### src/rtl/alu_bist.sv
// Built-in self test for a 32-bit ALU: drives an 8-entry vector table and checks result/zero.
// Define ALU_BIST_CAPTURE_EN to keep the alu_result seen at the first failing vector.
//
// state | meaning
// IDLE  | waiting for start, ALU operands held at 0
// DRIVE | register vector idx onto the ALU operand outputs
// CHECK | compare ALU result/zero against the expected entry
// DONE  | run finished, pass/fail_idx valid until next start
module alu_bist #(
   parameter bit STOP_ON_FAIL = 1'b1
) (
   input  logic        clk,
   input  logic        rst_n,
   input  logic        start,
   output logic [31:0] alu_a,
   output logic [31:0] alu_b,
   output logic [3:0]  alu_ctrl,
   input  logic [31:0] alu_result,
   input  logic        alu_zero,
   output logic        busy,
   output logic        done,
   output logic        pass,
   output logic [2:0]  fail_idx,
   output logic [31:0] fail_result
);

   typedef enum logic [1:0] {IDLE, DRIVE, CHECK, DONE} state_t;

   state_t      state, state_nxt;
   logic [2:0]  idx, idx_nxt;
   logic        fail_seen;
   logic [31:0] vec_a, vec_b, vec_res;
   logic [3:0]  vec_ctrl;
   logic        vec_zero;
   logic        start_run, mismatch, record;

   always_comb begin
      vec_a    = '0;
      vec_b    = '0;
      vec_ctrl = '0;
      vec_res  = '0;
      vec_zero = 1'b0;
      case (idx)
         3'd0: begin vec_a = 32'd10;        vec_b = 32'd20;        vec_ctrl = 4'b0010; vec_res = 32'd30;        end
         3'd1: begin vec_a = 32'd50;        vec_b = 32'd20;        vec_ctrl = 4'b0110; vec_res = 32'd30;        end
         3'd2: begin vec_a = 32'd10;        vec_b = 32'd10;        vec_ctrl = 4'b0110; vec_res = 32'd0; vec_zero = 1'b1; end
         3'd3: begin vec_a = 32'hF0F0F0F0;  vec_b = 32'h0FF00FF0;  vec_ctrl = 4'b0000; vec_res = 32'h00F000F0;  end
         3'd4: begin vec_a = 32'hF0000000;  vec_b = 32'h0000000F;  vec_ctrl = 4'b0001; vec_res = 32'hF000000F;  end
         3'd5: begin vec_a = 32'd5;         vec_b = 32'd7;         vec_ctrl = 4'b0111; vec_res = 32'd1;         end
         3'd6: begin vec_a = 32'hFFFFFFFF;  vec_b = 32'd1;         vec_ctrl = 4'b0111; vec_res = 32'd1;         end
         default: begin vec_a = 32'hFFFFFFFF; vec_b = 32'd1;       vec_ctrl = 4'b0010; vec_res = 32'd0; vec_zero = 1'b1; end
      endcase
   end

   assign start_run = start && (state == IDLE || state == DONE);
   assign mismatch  = (state == CHECK) && ((alu_result != vec_res) || (alu_zero != vec_zero));
   assign record    = mismatch && !fail_seen;

   always_ff @(posedge clk or negedge rst_n) begin
      if (!rst_n) begin
         state <= IDLE;
         idx   <= '0;
      end else begin
         state <= state_nxt;
         idx   <= idx_nxt;
      end
   end

   always_comb begin
      state_nxt = state;
      idx_nxt   = idx;
      case (state)
         IDLE, DONE: begin
            if (start) begin
               state_nxt = DRIVE;
               idx_nxt   = '0;
            end
         end
         DRIVE: state_nxt = CHECK;
         CHECK: begin
            if ((mismatch && STOP_ON_FAIL) || idx == 3'd7) begin
               state_nxt = DONE;
            end else begin
               state_nxt = DRIVE;
               idx_nxt   = idx + 3'd1;
            end
         end
         default: state_nxt = IDLE;
      endcase
   end

   // Operands only change on DRIVE and return to 0 whenever the run ends.
   always_ff @(posedge clk or negedge rst_n) begin
      if (!rst_n) begin
         alu_a     <= '0;
         alu_b     <= '0;
         alu_ctrl  <= '0;
         fail_seen <= 1'b0;
         fail_idx  <= '0;
      end else begin
         if (start_run) begin
            alu_a     <= '0;
            alu_b     <= '0;
            alu_ctrl  <= '0;
            fail_seen <= 1'b0;
            fail_idx  <= '0;
         end else if (state == DRIVE) begin
            alu_a    <= vec_a;
            alu_b    <= vec_b;
            alu_ctrl <= vec_ctrl;
         end else if (state == CHECK && state_nxt == DONE) begin
            alu_a    <= '0;
            alu_b    <= '0;
            alu_ctrl <= '0;
         end
         if (record) begin
            fail_seen <= 1'b1;
            fail_idx  <= idx;
         end
      end
   end

`ifdef ALU_BIST_CAPTURE_EN
   always_ff @(posedge clk or negedge rst_n) begin
      if (!rst_n) begin
         fail_result <= '0;
      end else if (start_run) begin
         fail_result <= '0;
      end else if (record) begin
         fail_result <= alu_result;
      end
   end
`else
   assign fail_result = '0;
`endif

   assign busy = (state == DRIVE) || (state == CHECK);
   assign done = (state == DONE);
   assign pass = done && !fail_seen;

endmodule

### config.mk
export PLATFORM = sky130hd
export DESIGN_NAME = alu_bist
export DESIGN_NICKNAME = d
export VERILOG_FILES = /design/src/rtl/alu_bist.sv
export SDC_FILE = /design/constraint.sdc
export NUM_CORES = 1
export LEC_CHECK = 0
export ABC_AREA = 1
export CELL_PAD_IN_SITES_DETAIL_PLACEMENT = 1
export CELL_PAD_IN_SITES_GLOBAL_PLACEMENT = 2
export CORE_MARGIN = 2
export CORE_UTILIZATION = 19
export CTS_BUF_LIST = sky130_fd_sc_hd__clkbuf_4
export CTS_CLUSTER_SIZE = 8
export DETAILED_ROUTE_END_ITERATION = 8
export GPL_TIMING_DRIVEN = 0
export PLACE_DENSITY_LB_ADDON = 0.1
export SLEW_MARGIN = 30
export SYNTH_ARGS = -nofsm -noshare
export SYNTH_HDL_FRONTEND = slang
export SYNTH_SLANG_ARGS = --single-unit
### constraint.sdc
create_clock -name clk -period 2.3 [get_ports clk]
set_input_delay 0.46 -clock clk [delete_from_list [all_inputs] [get_ports clk]]
set_output_delay 0.46 -clock clk [all_outputs]
set_load 0.05 [all_outputs]
### Yosys cells after proc, flatten, opt, wreduce, memory -nomap -nowiden

Cells that the tools add are included.

* input bits: 36
* output and inout bits: 106
* bits in read-only memories: 0
* memory bits (writable): 0
* memories kept: 0
* word-level logic and storage cells: 68
* bits in latches: 0
* bits in registers: 77

* div/mod/pow operators: 0
* reduce and logical (&&, ||, !) cells: 22
* bitwise gates (word level): 0
* $mul: 0
* equal/unequal tests: 15
* shift-type cells: 0
* magnitude comparators: 0
* add/sub/neg operators: 1
* multiplexer cells: 23

Operators with widths (count)
* $mux W32: 5
* $pmux W32 S5: 1
* $pmux W28 S5: 1
* $pmux W32 S4: 1
* $ne A32 B32 Y1: 1
* $eq A3 B3 Y1 const B: 4
* $mux W3: 4
* $mux W4: 3
* $pmux W3 S4: 1
* $reduce_or A2 Y1: 5
* $eq A2 B2 Y1 const B: 3
* $eq A3 B2 Y1 const B: 2
* $pmux W2 S3: 1
* $pmux W3 S2: 1
* $reduce_or A6 Y1: 1
* $logic_and A1 B1 Y1: 5
* $logic_or A1 B1 Y1: 4
* $mux W2: 2
* $ne A2 B2 Y1 const B: 2
* $reduce_bool A2 Y1: 2
* $add A3 B1 Y3 const B: 1
* $eq A3 B1 Y1 const B: 1
* $logic_not A3 Y1: 1
* $mux W1: 3
* other kinds (6): 6

### Depth between registers and ports, before layout

* word-level depth: 14
* depth in mapped cells: 20
* gate-level depth less buffers: 18

### Least setup slack after synthesis

OpenSTA, ideal clock, no wires.

* path kind: flip-flop to flip-flop
* from: register idx[0]
* to: register alu_b[26]
* stages on the path, launching flop included: 19
* period minus slack after synthesis: 2.125 ns
* data arrival time: 2.058 ns
* data required time: 2.233 ns
* setup slack: 0.175 ns
* cells stage by stage: dfrtp_1 > ha_1 > ha_1 > nor2_1 > nand3b_1 > nand2_1 > nand2_1 > clkinv_1 > nand2_1 > nor2_2 > nand4_1 > nand2_1 > nand2_1 > nand2_1 > nand2_2 > nand2_4 > buf_12 > nand3_2 > nand2_1

* longest elaborated chain between the ends: 12
* elaborated cells between the ends (all ways): 26

Ends and longest elaborated chain
* from (decl): line 30 `logic [2:0] idx, idx_nxt;`
* from (signal assigned): line 65 `idx <= idx_nxt;`
* $eq A3 B3 Y1, or another cell as far along: line 43 `case (idx)`
* $reduce_or A2 Y1 (no source line) / $reduce_or A6 Y1 (equally long branches)
* $pmux W32 S4 / $mux W1 (equally long branches): line 43
* $ne A32 B32 Y1 / $ne A1 B1 Y1 (equally long branches): line 56 `assign mismatch = (state == CHECK) && ((alu_result != vec_res) || (alu_zero != vec_zero));`
* $logic_or A1 B1 Y1: line 56
* $logic_and A1 B1 Y1: line 56
* $logic_or A1 B1 Y1 *: line 81 `if ((mismatch && STOP_ON_FAIL) || idx == 3'd7) begin`
* $mux W2 *: line 81
* $pmux W2 S3 *: line 72 `case (state)`
* net state_nxt[1]: line 29 `state_t state, state_nxt;`
* $eq A2 B2 Y1 *: line 111 `end else if (state == CHECK && state_nxt == DONE) begin`
* $logic_and A1 B1 Y1 *: line 111
* $reduce_bool A3 Y1 (no source line) *
* to (signal assigned): line 109 `alu_b <= vec_b;`
* to (decl): line 16 `output logic [31:0] alu_b,`

The timed path passes the listed nets; every way through them passes the cells marked *.
A chain may end at the register's enable or synchronous reset.

### Worst setup path in the final report

* from: register idx[0]
* to: register alu_a[23]

* longest elaborated chain between the ends: 12
* elaborated cells between the ends (all ways): 27

Ends and longest elaborated chain
* $eq A3 B3 Y1, or another cell as far along: line 43
* $reduce_or A2 Y1 (no source line) / $reduce_or A6 Y1 (equally long branches)
* $pmux W32 S4 / $mux W1 (equally long branches): line 43
* $ne A32 B32 Y1 / $ne A1 B1 Y1 (equally long branches): line 56
* $logic_or A1 B1 Y1: line 56
* $logic_and A1 B1 Y1: line 56
* $logic_or A1 B1 Y1 *: line 81
* $mux W2 *: line 81
* $pmux W2 S3 *: line 72
* net state_nxt[1]: line 29
* $eq A2 B2 Y1 *: line 111
* $logic_and A1 B1 Y1 *: line 111
* $reduce_bool A3 Y1 (no source line) *
* to (signal assigned): line 108 `alu_a <= vec_a;`
* to (decl): line 15 `output logic [31:0] alu_a,`

Marks and branches as above.

==> flow_metrics.env <==
export IMPL_r2r_end="alu_a[23]$_DFFE_PN0P_"
export IMPL_finClkSkew_ns=0.0225
export IMPL_drc=0
export IMPL_r2r_slack_ns=0.06
export IMPL_power_density_mw_per_mm2=1150
export IMPL_numPortBuffers=96
export IMPL_synth_edf_count=0
export IMPL_fin_ws_ns=0.0558
export IMPL_wl_um=6420
export IMPL_path_clk_slew_ns=0.16
export IMPL_ant_nets=0
export IMPL_fp_row_count=40
export IMPL_fin_util_pct=32.9
export IMPL_synth_top_area_share_pct=27.3
export IMPL_crit_path_end_kind="register"
export IMPL_setup_viol=0
export IMPL_synth_avg_cell_area_um2=7.49
export IMPL_clk_path_buf_depth=2
export IMPL_diodes=0
export IMPL_cp_slowest_cell="dfrtp_2"
export IMPL_status="finished clean"
export IMPL_io_pins=142
export IMPL_antenna_found_initial=0
export IMPL_slew_viol_final=0
export IMPL_gp_congestion=0.710
export IMPL_rsz0062_at_grt="true"
export IMPL_cts_inserted_buffers=3
export IMPL_crit_chain="buf_6, buf_4, nand2_2, nand2_1, nor2_4, nor2_1, nor2_1, nand2_2, nor2_4, nand4_1, nand2_1, nand2_1, nand2_1, nand2_2, nand2_4, buf_12, nand3_2, nand2_2"
export IMPL_ys_seq_elements=25
export IMPL_r2r_start="idx[0]$_DFFE_PN0P_"
export IMPL_period_share_pct=97.6
export IMPL_yosysSeqAreaShare_pct=27.0
export IMPL_layout_nets=518
export IMPL_setup_tns_final_ns=0
export IMPL_synth_cells=309
export IMPL_critPathLaunch="idx[0]$_DFFE_PN0P_"
export IMPL_rr_worst_depth=18
export IMPL_startpoint_type="register"
export IMPL_hp_class="input port to asynchronous set/reset pin"
export IMPL_syn_to_final_growth_pct=69.9
export IMPL_synth_largest_area_cell="buf_4"
export IMPL_dpl_cell_area_mm2=0.00362
export IMPL_grt_pass1_wl_um=10100
export IMPL_slew_headroom_pct=51.9
export IMPL_ys_top_cells_by_count="buf_4 (84), nand2_1 (56), nor2_1 (37), dfrtp_1 (25), inv_1 (17)"
export IMPL_fill_cells=1455
export IMPL_cp_data_arrival_time_ns=2.52
export IMPL_yosys_top_cells_area="buf_4 (27%), dfrtp_1 (27%), nand2_1 (9.1%)"
export IMPL_cts_tree="built"
export IMPL_critPathKind="register to register"
export IMPL_synthDistinctLibCells=28
export IMPL_clock_sinks=25
export IMPL_dr_pass1_iters=4
export IMPL_die_height_um=114
export IMPL_post_route_cells_drive_above_1_share_pct=34.3
export IMPL_dp_cells=596
export IMPL_grt_max_degree=26
export IMPL_ys_async_sr_fraction_pct=100
export IMPL_clk_latency_ns=0.34
export IMPL_cp_max_fo=10
export IMPL_netlist_area_mm2=0.00231
export IMPL_grt_ovfl_total=0
export IMPL_tightest_slew_ns=0.719
export IMPL_dp_hpwl_um=5380
export IMPL_yosysMostFrequentCell="buf_4"
export IMPL_drtIter0Drc=29
export IMPL_leakagePower_nw=2.19
export IMPL_synth_warnings=0
export IMPL_slowest_delay_ns=0.50
export IMPL_post_route_min_period_ns=2.24
export IMPL_clock_root_buffer="clkbuf_4"
export IMPL_cp_required_ns=2.57
export IMPL_vias=2252
export IMPL_h_tree_depth=1
export IMPL_place_ws_ns=-0.298
export IMPL_grt_use_total_pct=9.45
export IMPL_initial_utilization_pct=19.3
export IMPL_fin_cells=617
export IMPL_max_freq_mhz=446
export IMPL_yosys_most_used_dff="dfrtp_1"
export IMPL_fp_dieArea_mm2=0.0131
export IMPL_cap_violations=0
export IMPL_stdcell_area_mm2=0.00393
export IMPL_die_x_um=114
export IMPL_peakVddDrop_uv=285
export IMPL_grt_pass1_vias=2113
export IMPL_wl_per_cell_um=10.4
export IMPL_via_per_inst=3.65
export IMPL_core_area_mm2=0.0120
export IMPL_finalHoldViolCount=0
## kinds of logic (layout without fill, tap and decap cells)
group | Yosys count | after routing | share of synthesized area, %
other | 1 | 45 | 0.162
buffers and inverters | 112 | 229 | 33.4
and+or+nand+nor | 134 | 134 | 27.5
xor gates and xnor gates | 1 | 1 | 0.379
AOI/OAI and AO/OA | 25 | 25 | 5.62
DFF | 25 | 25 | 27.0
adders and majority gates | 11 | 11 | 5.95
## flip-flops by register name (all words and copies together), names as in the netlist
register   flops
alu_a          7
alu_b          6
alu_ctrl       3
fail_idx       3
idx            3
state          2
fail_seen      1
## per-layer routing
layer | track usage, % | part of all wire [%] | up-vias
met5 | 0 | 0 | -
met4 | 2.68 | 1.2 | 0
met3 | 2.33 | 8.7 | 5
met2 | 16.3 | 47 | 96
met1 | 11.7 | 43 | 985
li1 | - | - | 1166
## where the power goes
group	internal, mW	switching [mW]	total, mW
combinational	1.30	2.24	3.53
clock	0.0654	0.147	0.212
sequential	0.596	0.165	0.761
## cell type report
| cell class | instances | area (µm²) | share of cell area (%) |
|---|---|---|---|
| Inverter | 24 | 108 | 2.74 |
| Timing Repair Buffer | 113 | 1070 | 27.2 |
| Tap cell | 147 | 184 | 4.68 |
| Buffer | 88 | 682 | 17.4 |
| Multi-Input combinational cell | 216 | 1230 | 31.3 |
| Sequential cell | 25 | 629 | 16.0 |
| Clock buffer | 3 | 22.5 | 0.573 |
| Clock inverter | 1 | 5.00 | 0.127 |
## metrics by stage
stage / hold slack [ns] / power [mW]
finish: 0.0787 / 4.51
global route: 0.116 / 4.86
CTS: 0.116 / 4.25
detailed placement: 0.500 / 4.04
global placement: 0.496 / 4.02
floorplan: 0.164 / 3.10
## repair_timing
item                                    in CTS  in global routing
gates resized for setup                     46                 42
buffers inserted                             5                 12
gates cloned                                 0                  0
pin swaps                                    0                 13
endpoints found under the setup margin      60                 20
hold buffers                                 0                  0
hold endpoints to repair                     0                  0
## worst max path at each step
stage	end	slack, ns	depth (start not counted)
after floorplan	alu_b[26]$_DFFE_PN0P_	0.18	18
after global placement	alu_b[26]$_DFFE_PN0P_	-0.26	19
after detailed placement	alu_b[26]$_DFFE_PN0P_	-0.30	19
after CTS	alu_a[23]$_DFFE_PN0P_	0.007	18
after global routing	alu_b[1]$_DFFE_PN0P_	-0.10	18
final	alu_a[23]$_DFFE_PN0P_	0.06	18
## placed cells by master, fill, tap and decap left out, types with 2 or more instances in the layout
master and n:
nor2_1 33, nand2_2 11, o21ai_1 2, nand3b_1 2
nand3_2 12, conb_1 45, clkbuf_4 3, buf_6 3
nand4_1 2, nand2_1 49, inv_1 16, a21oi_1 5
nand2_4 4, dlymetal6s2s_1 3, nor2_4 4, dfrtp_1 22
clkinv_4 2, buf_12 2, inv_2 4, ha_4 5
dlygate4sd2_1 35, nand3_1 13, o21ai_0 14, ha_1 6
dfrtp_2 3, clkdlybuf4s50_1 56, buf_4 98, o21ai_2 2
## critical path: cells and delay by family (launching register included)
kind | cells | cell delay (ns)
simple gates | 15 | 1.24
flops | 1 | 0.50
buf+inv | 3 | 0.42
No activity file was read; power rests on OpenSTA's default activity.
